<file path="config.mk">
export PLATFORM = sky130hd
export DESIGN_NAME = eco32_core_jcr_wr
export DESIGN_NICKNAME = d
export VERILOG_FILES = /design/src/rtl/eco32_core_jcr_pkg.sv /design/src/rtl/eco32_core_jcr_fifo.sv /design/src/rtl/eco32_core_jcr_wr.sv
export SDC_FILE = /design/constraint.sdc
export NUM_CORES = 1
export LEC_CHECK = 0
export BUFFER_PORTS_ARGS = -buffer_cell sky130_fd_sc_hd__clkbuf_2
export CAP_MARGIN = 20
export CORE_MARGIN = 1
export CORE_UTILIZATION = 30
export DETAILED_ROUTE_END_ITERATION = 8
export HOLD_SLACK_MARGIN = 0.06
export MAX_ROUTING_LAYER = met4
export PLACE_DENSITY = 0.48
export SETUP_SLACK_MARGIN = 0.02
export SYNTH_ARGS = -nofsm -noshare
export SYNTH_HDL_FRONTEND = slang
export SYNTH_SLANG_ARGS = --single-unit
</file>
<file path="constraint.sdc">
create_clock -name clk -period 6.1 [get_ports clk]
set_input_delay 1.22 -clock clk [delete_from_list [all_inputs] [get_ports clk]]
set_output_delay 1.22 -clock clk [all_outputs]
set_load 0.01 [all_outputs]
</file>
<file path="src/rtl/eco32_core_jcr_pkg.sv">
// Shared JCR geometry, half-enable encodings and the write-request FIFO entry.
package eco32_core_jcr_pkg;

  localparam int unsigned JCR_TID_W   = 1;
  localparam int unsigned JCR_ADDR_W  = 4;
  localparam int unsigned JCR_ENTRIES = 32;
  localparam int unsigned JCR_DATA_W  = 32;

  localparam logic [1:0] JCR_BE_L = 2'b01;
  localparam logic [1:0] JCR_BE_H = 2'b10;

  // One buffered JCR update: 1 + 4 + 2 + 32 + 32 = 71 bits
  typedef struct packed {
    logic [JCR_TID_W-1:0]  tid;
    logic [JCR_ADDR_W-1:0] addr;
    logic [1:0]            be;
    logic [JCR_DATA_W-1:0] data_l;
    logic [JCR_DATA_W-1:0] data_h;
  } jcr_req_t;

endpackage

</file>
<file path="src/rtl/eco32_core_jcr_fifo.sv">
// Synchronous request FIFO with occupancy output; storage is left unreset
// so it maps onto distributed RAM. DEPTH must be a power of two.
module eco32_core_jcr_fifo
  import eco32_core_jcr_pkg::*;
#(
  parameter int unsigned DEPTH = 4,
  localparam int unsigned PW = $clog2(DEPTH),
  localparam int unsigned LW = PW + 1
) (
  input  logic          clk,
  input  logic          rst,
  input  logic          push,
  input  jcr_req_t      push_data,
  input  logic          pop,
  output jcr_req_t      pop_data,
  output logic          full,
  output logic          empty,
  output logic [LW-1:0] level
);

  jcr_req_t      mem [DEPTH];
  logic [PW-1:0] wr_ptr;
  logic [PW-1:0] rd_ptr;
  logic          do_push;
  logic          do_pop;

  // Level can only reach DEPTH by setting its top bit
  assign full     = level[PW];
  assign empty    = (level == '0);
  assign do_push  = push && !full;
  assign do_pop   = pop && !empty;
  assign pop_data = mem[rd_ptr];

  // Entry storage
  always_ff @(posedge clk) begin
    if (do_push) mem[wr_ptr] <= push_data;
  end

  // Pointers wrap naturally modulo DEPTH; level tracks occupancy
  always_ff @(posedge clk or posedge rst) begin
    if (rst) begin
      wr_ptr <= '0;
      rd_ptr <= '0;
      level  <= '0;
    end else begin
      if (do_push) wr_ptr <= wr_ptr + PW'(1);
      if (do_pop)  rd_ptr <= rd_ptr + PW'(1);
      case ({do_push, do_pop})
        2'b10:   level <= level + LW'(1);
        2'b01:   level <= level - LW'(1);
        default: level <= level;
      endcase
    end
  end

endmodule

</file>
<file path="src/rtl/eco32_core_jcr_wr.sv">
// JCR write-side sequencer: buffers update requests and issues one registered
// write beat per cycle to the jump unit's JCR RAMs. Defining ECO32_JCR_INIT_EN
// adds a post-reset sweep that writes every entry with INIT_DATAL/INIT_DATAH.
module eco32_core_jcr_wr
  import eco32_core_jcr_pkg::*;
#(
  parameter int unsigned DEPTH      = 4,
  parameter logic [31:0] INIT_DATAL = 32'd0,
  parameter logic [31:0] INIT_DATAH = 32'd0
) (
  input  logic                     clk,
  input  logic                     rst,
  input  logic                     req_stb,
  output logic                     req_rdy,
  input  logic                     req_tid,
  input  logic [3:0]               req_addr,
  input  logic [1:0]               req_be,
  input  logic [31:0]              req_dataL,
  input  logic [31:0]              req_dataH,
  output logic [1:0]               jcr_wen,
  output logic                     jcr_tid,
  output logic [3:0]               jcr_addr,
  output logic [31:0]              jcr_dataL,
  output logic [31:0]              jcr_dataH,
  output logic                     o_init_done,
  output logic                     o_busy,
  output logic [$clog2(DEPTH):0]   o_level
);

  jcr_req_t push_data;
  jcr_req_t head;
  logic     full;
  logic     empty;
  logic     push;
  logic     pop;
  logic     load;

  assign push_data = '{tid: req_tid, addr: req_addr, be: req_be,
                       data_l: req_dataL, data_h: req_dataH};

  // Ready comes from registered occupancy only, never from the same-cycle pop
  assign req_rdy = !rst && o_init_done && !full;
  assign push    = req_stb && req_rdy;
  assign pop     = o_init_done && !empty;
  // A be=00 beat still consumes a slot but leaves address/data untouched
  assign load    = pop && (head.be != 2'b00);
  assign o_busy  = (o_level != '0) || (jcr_wen != 2'b00);

  eco32_core_jcr_fifo #(.DEPTH(DEPTH)) u_fifo (
    .clk       (clk),
    .rst       (rst),
    .push      (push),
    .push_data (push_data),
    .pop       (pop),
    .pop_data  (head),
    .full      (full),
    .empty     (empty),
    .level     (o_level)
  );

`ifdef ECO32_JCR_INIT_EN
  typedef enum logic {ST_INIT, ST_RUN} state_t;

  state_t     state;
  logic [4:0] sweep;
  logic       init_done;

  assign o_init_done = init_done;

  // Init sweep over all entries, then one FIFO entry per write beat
  always_ff @(posedge clk or posedge rst) begin
    if (rst) begin
      state     <= ST_INIT;
      sweep     <= '0;
      init_done <= 1'b0;
      jcr_wen   <= '0;
      jcr_tid   <= '0;
      jcr_addr  <= '0;
      jcr_dataL <= '0;
      jcr_dataH <= '0;
    end else begin
      case (state)
        ST_INIT: begin
          jcr_wen               <= JCR_BE_L | JCR_BE_H;
          {jcr_tid, jcr_addr}   <= sweep;
          jcr_dataL             <= INIT_DATAL;
          jcr_dataH             <= INIT_DATAH;
          sweep                 <= sweep + 5'd1;
          if (sweep == 5'(JCR_ENTRIES - 1)) state <= ST_RUN;
        end
        default: begin
          init_done <= 1'b1;
          jcr_wen   <= pop ? head.be : 2'b00;
          if (load) begin
            jcr_tid   <= head.tid;
            jcr_addr  <= head.addr;
            jcr_dataL <= head.data_l;
            jcr_dataH <= head.data_h;
          end
        end
      endcase
    end
  end
`else
  logic unused_init;

  assign o_init_done = 1'b1;
  // Sweep values have no effect without the sweep
  assign unused_init = ^{INIT_DATAL, INIT_DATAH};

  // One FIFO entry per write beat
  always_ff @(posedge clk or posedge rst) begin
    if (rst) begin
      jcr_wen   <= '0;
      jcr_tid   <= '0;
      jcr_addr  <= '0;
      jcr_dataL <= '0;
      jcr_dataH <= '0;
    end else begin
      jcr_wen <= pop ? head.be : 2'b00;
      if (load) begin
        jcr_tid   <= head.tid;
        jcr_addr  <= head.addr;
        jcr_dataL <= head.data_l;
        jcr_dataH <= head.data_h;
      end
    end
  end
`endif

endmodule

</file>
; After elaboration in Yosys (flattened, before gate mapping)
; Memory sizes are Yosys's and may differ from the RTL's.
; Cells that the tools add are included.
[classes]
addsub = 4
n_eq_ne = 2
muxes = 4
reduce_logical = 13
[ops]
columns = op, n
row1 = 3-bit one-hot mux with 2 select lines, 1
row2 = 2-bit nonzero test, 3
row3 = 2-bit by 1-bit adder with 2-bit output (second input constant), 2
row4 = 1-bit logical AND, 4
row5 = 3-bit by 1-bit adder with 3-bit output (second input constant), 1
row6 = 1-bit zero test, 3
row7 = 3-bit zero test, 1
row8 = 3-bit nonzero test, 1
row9 = 3-bit by 1-bit subtractor with 3-bit output (second input constant), 1
row10 = 2-bit by 1-bit == test with 1-bit output (second input constant), 1
row11 = 2-bit == test (second input constant), 1
row12 = 1-bit two-way mux, 2
row13 = 2-bit two-way mux, 1
row14 = 1-bit logical OR, 1
[totals]
regBits = 78
ram_bits = 284
out_inout_bits = 77
mem_count = 1
[memory_table]
columns = name, words, word_bits, read_ports, rd_ports_with_merged_regs, write_ports, line
row1 = u_fifo.mem, 4, 71, 1, 0, 1, eco32_core_jcr_fifo.sv:21  ; jcr_req_t mem [DEPTH];

; Longest topological paths before layout
; Gate-level depths: netlist of the first run.
[logic_depth]
word_depth = 6
ltp_mapped = 9

; Hierarchy
; A second synthesis of the first run with hierarchy kept.
[unflattened]
cells_unflattened = 570
area_unflattened_um2 = 13452.9
[modules_own_cells]
columns = module, instances, cells_per_inst, area_each_um2, seq_area_each_um2
row1 = eco32_core_jcr_fifo, 1, 411, 10741.6, 8703.3
row2 = eco32_core_jcr_wr, 1, 159, 2711.4, 1776.7

; Worst setup path before layout of the first run
; No wires, ideal clock.
[synth_timing]
path_kind = input to register
start = input rst
end = memory u_fifo.mem[0][0] (netlist name), enable pin
t_arrival_ns = 3.267
path_slack_ns = 2.396
stages = 2
n_path_buf = 0
cell_sequence = nor2_1 and3_1
[synth_between]
elab_chain_len = 6
[synth_lines]
columns = item, line
row1 = from (decl), eco32_core_jcr_wr.sv:12  ; input logic rst,
row2 = 1-bit zero test (no source line), n/a
row3 = 1-bit logical AND, eco32_core_jcr_wr.sv:42  ; assign req_rdy = !rst && o_init_done && !full;
row4 = 1-bit logical AND, eco32_core_jcr_wr.sv:43  ; assign push = req_stb && req_rdy;
row5 = 1-bit logical AND, eco32_core_jcr_fifo.sv:30  ; assign do_push = push && !full;
row6 = 1-bit two-way mux, eco32_core_jcr_fifo.sv:36  ; if (do_push) mem[wr_ptr] <= push_data;
row7 = 1-bit two-way mux (not written as such), eco32_core_jcr_fifo.sv:36
row8 = to (decl), eco32_core_jcr_fifo.sv:21
; Every way passes these cells.

; Worst setup path in the final report of the first run
[layout_timing]
start = register u_fifo.rd_ptr[1]
end = register jcr_dataH[25]
[layout_between]
elab_chain_len = 3
[layout_lines]
columns = item, line
row1 = from (decl), eco32_core_jcr_fifo.sv:23  ; logic [PW-1:0] rd_ptr;
row2 = from (signal assigned), eco32_core_jcr_fifo.sv:47  ; if (do_pop) rd_ptr <= rd_ptr + PW'(1);
row3 = memory read 4 x 71 bit (*), n/a
row4 = 2-bit nonzero test, eco32_core_jcr_wr.sv:46  ; assign load = pop && (head.be != 2'b00);
row5 = 1-bit logical AND, eco32_core_jcr_wr.sv:46
row6 = to (signal assigned), eco32_core_jcr_wr.sv:125  ; jcr_dataH <= head.data_h;
row7 = to (decl), eco32_core_jcr_wr.sv:24  ; output logic [31:0] jcr_dataH,
; Every way passes the cells marked *; elsewhere a longest branch is shown, timed or not.
; A chain may end at the register's enable or synchronous reset.

==> reports/qor.yml, run 1 <==
hold_violations: 0
synth_cell_types: 23
async_flop_share: 0.215
synth_flop_cell: "edfxtp_1"
end_kind: "register"
numPortBuffers: 149
yosysMostFrequentCell: "edfxtp_1"
hp-class: "reg -> reg"
netlist_instances: 563
grt_use_met2: 0.207
drtAntennaViolNets: 0
die_area_sq_um: 45000
p_leak_nw: 5.63
fin_skew_ps: 7.02
final_core_utilization: 0.369
avgSynthCellArea_sq_um: 23.5
fp.dieH_um: 212
clkTransAtPathRegs_ps: 60
netlist_area_sq_um: 13300
p_sw_mw: 2.17
cp_max_fo: 57
clockBufferDepth: 3
reg2reg_to: "jcr_dataH[25]"
tightest_slew_ps: 967
rsz0062_at_grt: "false"
drcViolationCount: 0
antenna_found_initial: 3
cts_max_level: 2
synth.net_count: 643
max-slew-margin-rel: 0.355
grt_max_degree: 61
cp.required_ps: 6500
rows: 76
tritoncts: "yes"
gp_congestion: 0.668
p_int_mw: 5.59
track_usage: 0.128
drive_gt1_frac: 0.469
finalSetupTns_ps: 0
hold_path_end: "jcr_dataL[18]"
synth_common_cells: "edfxtp_1 (284), dfrtp_1 (78), mux4_2 (71)"
cp-start-kind: "register"
die_w_um: 212
area_delta_synth_final_pct: 20.8
worstPathArrival_ps: 3650
via_count: 5959
fin_crit_ps: 3240
ctsResizeCount: 0
overflow: 0
netlist.top_cell.by_area: "edfxtp_1"
num-fill-cells: 4002
insertion_delay_ps: 510
grt_pass1_vias: 6632
hpwl_um: 16500
final_nets: 815
whs_path_depth: 1
cts_made_buffers: 38
ys_ff_latch: 362
synth_top_cell_area_share: 0.644
p_per_area_nw_per_um2: 485
status: "completed"
min_period_over_period: 0.532
drt-total-wl_um: 27200
r2r_start: "u_fifo.rd_ptr[1]"
setup-violations-final: 0
r2r_slack_ps: 2860
grt_busiest_layer: "met2"
synth_area_leaders: "edfxtp_1 (64%), dfrtp_1 (15%), mux4_2 (12%)"
grt_pass1_wl_um: 41400
drt_iter0_markers: 271
post_cts_buffers: 0
start_util: 0.306
worstHoldStart: "jcr_dataL[18]"
ys_seq_area_frac: 0.791
drv_cap: 0
ir_drop_mv: 0.215
cts_hold_buf: 0
criticalPathCategory: "reg -> reg"
netSwitchingFraction: 0.280
r2r_cells: 5
synth_edf_count: 284
combPwrFrac: 0.269
maxClockFrequency_mhz: 308
coreArea_sq_um: 43400
use_met3: 0.0316
ios: 151
wl_per_cell_um: 20.1
pwr-share-clk: 0.292
met1_usage: 0.161
post_drt_via_cell_ratio: 4.40
p_seq_frac: 0.439
drt_pre_antenna_iters: 4
cts.sinks: 362
yosysWarnings: 0
maxSlewViolCount: 0
cts_root_buffer: "clkbuf_16"
==> critical path, cell delays in order, from the launching register on <==
cell and delay, ps:
dfrtp_4 740, buf_16 300, mux4_2 390, o21ai_4 400
buf_4 800, mux2_2 420
==> placed cells by master (no fill, tap or decap), types with 2 or more instances in the layout <==
cell / count
edfxtp_1: 284
clkbuf_2: 149
dfrtp_1: 76
mux4_2: 71
mux2_2: 63
clkbuf_16: 41
clkinv_2: 8
mux2_1: 7
buf_4: 7
inv_1: 6
clkbuf_1: 6
ha_1: 5
clkinv_1: 5
diode_2: 4
and3_4: 4
clkbuf_8: 4
xnor2_1: 3
and2_1: 3
xor2_1: 3
clkinvlp_4: 3
or3_1: 2
nor2_1: 2
bufinv_16: 2
buf_16: 2
dfrtp_4: 2
==> per-layer routing <==
metal	share of wire	routed length [um]
met5	0	0
met4	0.020	552
met3	0.055	1500
met2	0.49	13400
met1	0.43	11700
==> power groups by stage <==
| stage | registers, mW | clock network (mW) | logic [mW] |
|---|---|---|---|
| 3_3_place_gp | 3.52 | 0 | 2.02 |
| 4_1_cts | 3.43 | 2.34 | 2.14 |
| 3_5_place_dp | 3.47 | 0 | 2.14 |
| 6_report | 3.41 | 2.26 | 2.09 |
| 2_1_floorplan | 3.43 | 0 | 1.44 |
| 5_1_grt | 3.47 | 2.43 | 2.28 |
==> metrics by stage <==
stage / setup slack, ps / instance area, sq um / total power, mW / cells / hold slack [ps]
floorplan: 2400 / 13300 / 4.86 / 563 / 477
global placement: 2580 / 14700 / 5.54 / 1278 / 475
detailed placement: 2690 / 14700 / 5.62 / 1279 / 485
CTS: 2720 / 16000 / 7.91 / 1349 / 498
global route: 2620 / 16000 / 8.17 / 1353 / 516
finish: 2860 / 16000 / 7.76 / 1354 / 494
==> state kept, by name, indices dropped and copies added (netlist names) <==
name	flops
u_fifo.level	3
u_fifo.rd_ptr	2
jcr_dataH	32
jcr_addr	4
jcr_tid	1
u_fifo.mem	284
jcr_dataL	32
jcr_wen	2
u_fifo.wr_ptr	2
==> area by class of cell <==
type | instances | area (sq um) | share of cell area
Multi-Input combinational cell | 168 | 2640 | 0.165
Sequential cell | 362 | 10500 | 0.655
Antenna cell | 4 | 10.0 | 0.000625
Clock buffer | 51 | 1100 | 0.0689
Clock inverter | 19 | 150 | 0.00938
Inverter | 7 | 28.8 | 0.00180
Tap cell | 585 | 732 | 0.0457
Timing Repair Buffer | 158 | 853 | 0.0533
==> how the worst max path moves through the flow <==
stage                           from           endpoint  depth (start not counted)
floorplan                        rst   u_fifo.mem[0][0]                          2
global placement    u_fifo.rd_ptr[1]      jcr_dataH[15]                          4
detailed placement               rst  u_fifo.mem[0][21]                          4
CTS                 u_fifo.rd_ptr[1]      jcr_dataL[29]                          5
global route        u_fifo.rd_ptr[1]       jcr_dataH[7]                          5
finish              u_fifo.rd_ptr[1]      jcr_dataH[25]                          5
==> cell families after synthesis <==
logic type | Yosys count | synth area share
DFF | 362 | 0.791
AOI/OAI and AO/OA | 1 | 0.000661
and+or+nand+nor | 12 | 0.00510
adders and majority gates | 6 | 0.00623
muxes | 142 | 0.181
other | 1 | 0.000283
buffers and inverters | 33 | 0.0121
xor gates and xnor gates | 6 | 0.00397
Power figures use the tool's default switching activity.
==> run 2, diff against run 1 <==
PLACE_DENSITY = 0.49   (was 0.48)
clock period = 2.6 ns   (was 6.1 ns; I/O delays follow)
==> run 2 against run 1 <==
  * Largest cell class unchanged
  * Wire length barely moved
  * Setup slack got worse by 2700 ps
  * Core utilization rose by 0.43 points
  * Highest routed layer unchanged
  * Largest power group unchanged
==> reports/qor.yml, run 2 (synthesis gave the netlist of run 1 again) <==
status: "completed"
most-common-layout-cells: "edfxtp_1 (284), clkbuf_2 (149), dfrtp_1 (76)"
drive_gt1_frac: 0.474
hold_ws_ps: 201
cp.buffers_inverters: 1
die_w_um: 212
tightest_slew_ps: 745
r2r_cells: 4
numPortBuffers: 149
rows: 76
hp-class: "in -> reg"
crit_family: "simple AND/OR/NAND/NOR gates"
tritoncts: "yes"
whs_path_depth: 1
die_area_sq_um: 45000
cts.sinks: 362
insertion_delay_ps: 540
hold_path_end: "u_fifo.mem[1][6]"
drt-total-wl_um: 27200
p_leak_nw: 5.72
worstHoldStart: "req_dataH[6]"
fp.dieH_um: 212
clockBufferDepth: 3
fin_skew_ps: 12.4
drtAntennaViolNets: 0
cts_max_level: 2
cp.required_ps: 2080
coreArea_sq_um: 43400
overflow: 0
top_register: "u_fifo.mem"
r2r_slack_ps: 520
gp_congestion: 0.682
drcViolationCount: 0
num-fill-cells: 4058
grt_pass1_vias: 6609
final_common_cell: "edfxtp_1"
final_nets: 827
track_usage: 0.130
criticalPathCategory: "reg -> out"
post_cts_buffers: 0
grt_max_degree: 51
min_period_over_period: 0.926
end_kind: "output pin"
fin_crit_ps: 2410
cp_slowest_cell: "or3_4"
cts_root_buffer: "clkbuf_16"
pre_cts_slack_ps: 474
cts_made_buffers: 41
post_drt_via_cell_ratio: 4.44
r2r_start: "u_fifo.rd_ptr[0]"
ios: 151
area_delta_synth_final_pct: 22.2
worst_slack_ps: 193
worstPathCellList: "or3_4 > or3_1 > clkbuf_2"
largest_reg_flops: 284
p_per_area_nw_per_um2: 1140
worstPathArrival_ps: 1890
start_util: 0.306
clkTransAtPathRegs_ps: 60
max-slew-margin-rel: 0.503
hold_violations: 0
ir_drop_mv: 0.567
hpwl_um: 15600
finalSetupTns_ps: 0
drt_iter0_markers: 227
grt_pass1_wl_um: 41300
drv_cap: 0
maxSlewViolCount: 0
rsz0062_at_grt: "false"
cp-start-kind: "register"
drt_pre_antenna_iters: 4
cp_max_fo: 7
largest_registers: "u_fifo.mem x284, jcr_dataH x32, jcr_dataL x32"
reg2reg_to: "jcr_addr[3]"
maxClockFrequency_mhz: 415
slowest_delay_ps: 480
wl_per_cell_um: 19.9
antenna_found_initial: 3
via_count: 6060
setup-violations-final: 0
run 2: cell count changes in the layout (fill, tap and decap cells not counted):
cell           before  now
or3_4               0    1
dlygate4sd3_1       0    1
clkbuf_1            6   12
clkinv_1            5    2
buf_12              0   10
clkinvlp_4          3    0
clkinv_2            8    9
clkinv_4            1    0
clkbuf_8            4    7
buf_16              2    0
or3_1               2    1
run 2: layout make-up:
class	count	area [sq um]	share of cell area
Antenna cell	4	10.0	0.000618
Timing Repair Buffer	167	1010	0.0623
Sequential cell	362	10500	0.648
Multi-Input combinational cell	168	2650	0.163
Tap cell	585	732	0.0452
Clock inverter	13	113	0.00695
Clock buffer	60	1170	0.0721
Inverter	7	28.8	0.00178
run 2: power by group:
part	total (mW)	switching [mW]	internal [mW]	leakage, nW
Sequential	7.77	0.467	7.30	3.47
Clock	5.47	2.17	3.30	0.636
Combinational	5.14	2.47	2.67	1.61
run 2: metal layers:
layer  track usage  share of wire  vias to the layer above
li1              -              -                     2672
met1         0.162           0.43                     3191
met2         0.203           0.49                      151
met3        0.0387          0.062                       46
met4        0.0402          0.020                        0
met5             -              0                        -
run 2: stage by stage:
step            util  power [mW]  instance area [sq um]  std cells
5_1_grt        0.373        19.4                  16200       1365
2_1_floorplan      -        11.4                  13300        563
4_1_cts        0.373        18.8                  16200       1362
3_3_place_gp   0.343        13.2                  14900       1288
6_report       0.373        18.4                  16200       1366
3_5_place_dp   0.343        13.2                  14900       1288
run 2: worst max path at each step:
| stage | startpoint | to | slack (ps) | cells past startpoint |
|---|---|---|---|---|
| 2_1_floorplan | rst | jcr_addr[0] | 80 | 1 |
| 4_1_cts | u_fifo.level[0] | o_busy | 140 | 3 |
| 3_3_place_gp | rst | u_fifo.level[2] | 470 | 10 |
| 6_report | u_fifo.level[0] | o_busy | 190 | 3 |
| 3_5_place_dp | rst | u_fifo.level[2] | 470 | 10 |
| 5_1_grt | u_fifo.level[0] | o_busy | 100 | 3 |
run 2: worst reg2reg max path, delay by kind of cell, from the launching register on:
| family | cells | cell delay [ps] |
|---|---|---|
| multiplexers | 2 | 970 |
| flip-flops | 1 | 450 |
| buffers and inverters | 1 | 340 |
| AO/OA/AOI/OAI | 1 | 210 |
run 2: what timing repair did:
action / 4_1_cts / 5_1_grt
resized for setup: 1 / 0
setup endpoints to repair: 1 / 0
endpoints found under the hold margin: 22 / 0
hold buffers: 1 / 0
==> run 3, diff against run 2 <==
PLACE_DENSITY = 0.5   (was 0.49)
==> run 3 against run 2 <==
  * Sequential power hardly changed
  * Setup slack got worse by 1.3 ps
  * Hold slack barely moved
  * Register-to-register slack better by 50 ps
  * Count of clock-buffer cells in the layout is the same
  * Critical endpoint unchanged
  * Largest power group unchanged
  * Cell count down 0.29%
==> reports/qor.yml, run 3 (synthesis gave the netlist of run 1 again) <==
status: "completed"
rsz0062_at_grt: "false"
ios: 151
drcViolationCount: 0
final_nets: 826
tritoncts: "yes"
clockBufferDepth: 3
end_kind: "output pin"
cts.sinks: 362
area_delta_synth_final_pct: 22.0
criticalPathCategory: "reg -> out"
insertion_delay_ps: 530
die_area_sq_um: 45000
cts_max_level: 2
r2r_cells: 4
antenna_found_initial: 1
tightest_slew_ps: 577
final_common_cell: "edfxtp_1"
drt_iter0_markers: 227
grt_pass1_vias: 6570
final_core_utilization: 0.373
post_drt_via_cell_ratio: 4.43
cts_root_buffer: "clkbuf_16"
largest_registers: "u_fifo.mem x284, jcr_dataH x32, jcr_dataL x32"
grt_max_degree: 51
cp-start-kind: "register"
p_leak_nw: 5.70
drive_gt1_frac: 0.469
cp.required_ps: 2080
finalSetupTns_ps: 0
most-common-layout-cells: "edfxtp_1 (284), clkbuf_2 (149), dfrtp_1 (76)"
ir_drop_mv: 0.578
drtAntennaViolNets: 0
fp.dieH_um: 212
min_period_over_period: 0.926
overflow: 0
numPortBuffers: 149
r2r_start: "u_fifo.rd_ptr[0]"
gp_congestion: 0.675
fin_crit_ps: 2410
drv_cap: 0
finalNonFillerCells: 1362
clkTransAtPathRegs_ps: 60
worstHoldStart: "req_dataL[13]"
largest_reg_flops: 284
max-slew-margin-rel: 0.615
power_mw: 18.2
setup-violations-final: 0
rows: 76
wl_per_cell_um: 19.5
maxSlewViolCount: 0
maxClockFrequency_mhz: 415
hpwl_um: 14900
top_register: "u_fifo.mem"
grt_pass1_wl_um: 40700
fin_skew_ps: 8.03
coreArea_sq_um: 43400
dp_cells: 1288
track_usage: 0.127
hp-class: "in -> reg"
via_count: 6032
p_per_area_nw_per_um2: 1130
worstPathArrival_ps: 1890
start_util: 0.306
cts_made_buffers: 40
drt_pre_antenna_iters: 4
hold_violations: 0
die_w_um: 212
drt-total-wl_um: 26600
critical_path.startpoint: "u_fifo.level[0]"
cp_max_fo: 7
whs_path_depth: 1
run 3: cell types whose count changed in the layout (fill, tap and decap cells not counted):
| cell | before | now |
|---|---|---|
| clkinv_2 | 9 | 4 |
| diode_2 | 4 | 1 |
| buf_4 | 7 | 5 |
| buf_12 | 10 | 12 |
| clkinvlp_4 | 0 | 1 |
| bufinv_16 | 2 | 0 |
| clkinv_1 | 2 | 6 |
| clkbuf_8 | 7 | 8 |
| clkbuf_1 | 12 | 11 |
| clkinv_4 | 0 | 1 |
run 3: area by class of cell:
cell class,count,area [sq um]
Antenna cell,1,2.50
Clock buffer,60,1180
Clock inverter,12,58.8
Fill cell,4057,27200
Inverter,7,28.8
Multi-Input combinational cell,168,2650
Sequential cell,362,10500
Tap cell,585,732
Timing Repair Buffer,167,1030
run 3: worst max-delay path, stage by stage, from the launching register on:
cell and delay, ps:
dfrtp_1 420, or3_4 480, or3_1 330, clkbuf_2 130
run 3: repair_timing:
item	CTS	global route
hold buffers	1	0
setup buffers	0	0
hold endpoints to repair	15	0
gates resized for setup	1	0
endpoints found under the setup margin	1	0
run 3: path summary, 6_finish.rpt:
path                                     end  slack [ps]
max reg2reg                    jcr_dataH[31]         570
max                                   o_busy         190
min                        u_fifo.mem[1][45]         200
max in group asynchronous      jcr_dataH[17]        1340
min in group asynchronous   u_fifo.wr_ptr[0]         610
min reg2reg                    jcr_dataL[23]         490
run 3: metrics by stage:
step	instance area, sq um	worst slack (ps)	hold slack (ps)
after floorplan	13300	85.0	477
final	16200	192	201
after detailed placement	14900	540	481
after global routing	16200	109	180
after global placement	14900	562	474
after CTS	16200	139	159
run 3: power breakdown:
part | internal (mW) | switching, mW
clock network | 3.12 | 2.16
logic | 2.72 | 2.44
registers | 7.30 | 0.495
total | 13.1 | 5.10
run 3: per-layer routing:
layer / up-vias / share of wire / track usage
met3: 45 / 0.055 / 0.0323
met1: 3198 / 0.46 / 0.167
li1: 2656 / - / -
met5: - / 0 / -
met2: 133 / 0.47 / 0.189
met4: 0 / 0.024 / 0.0495
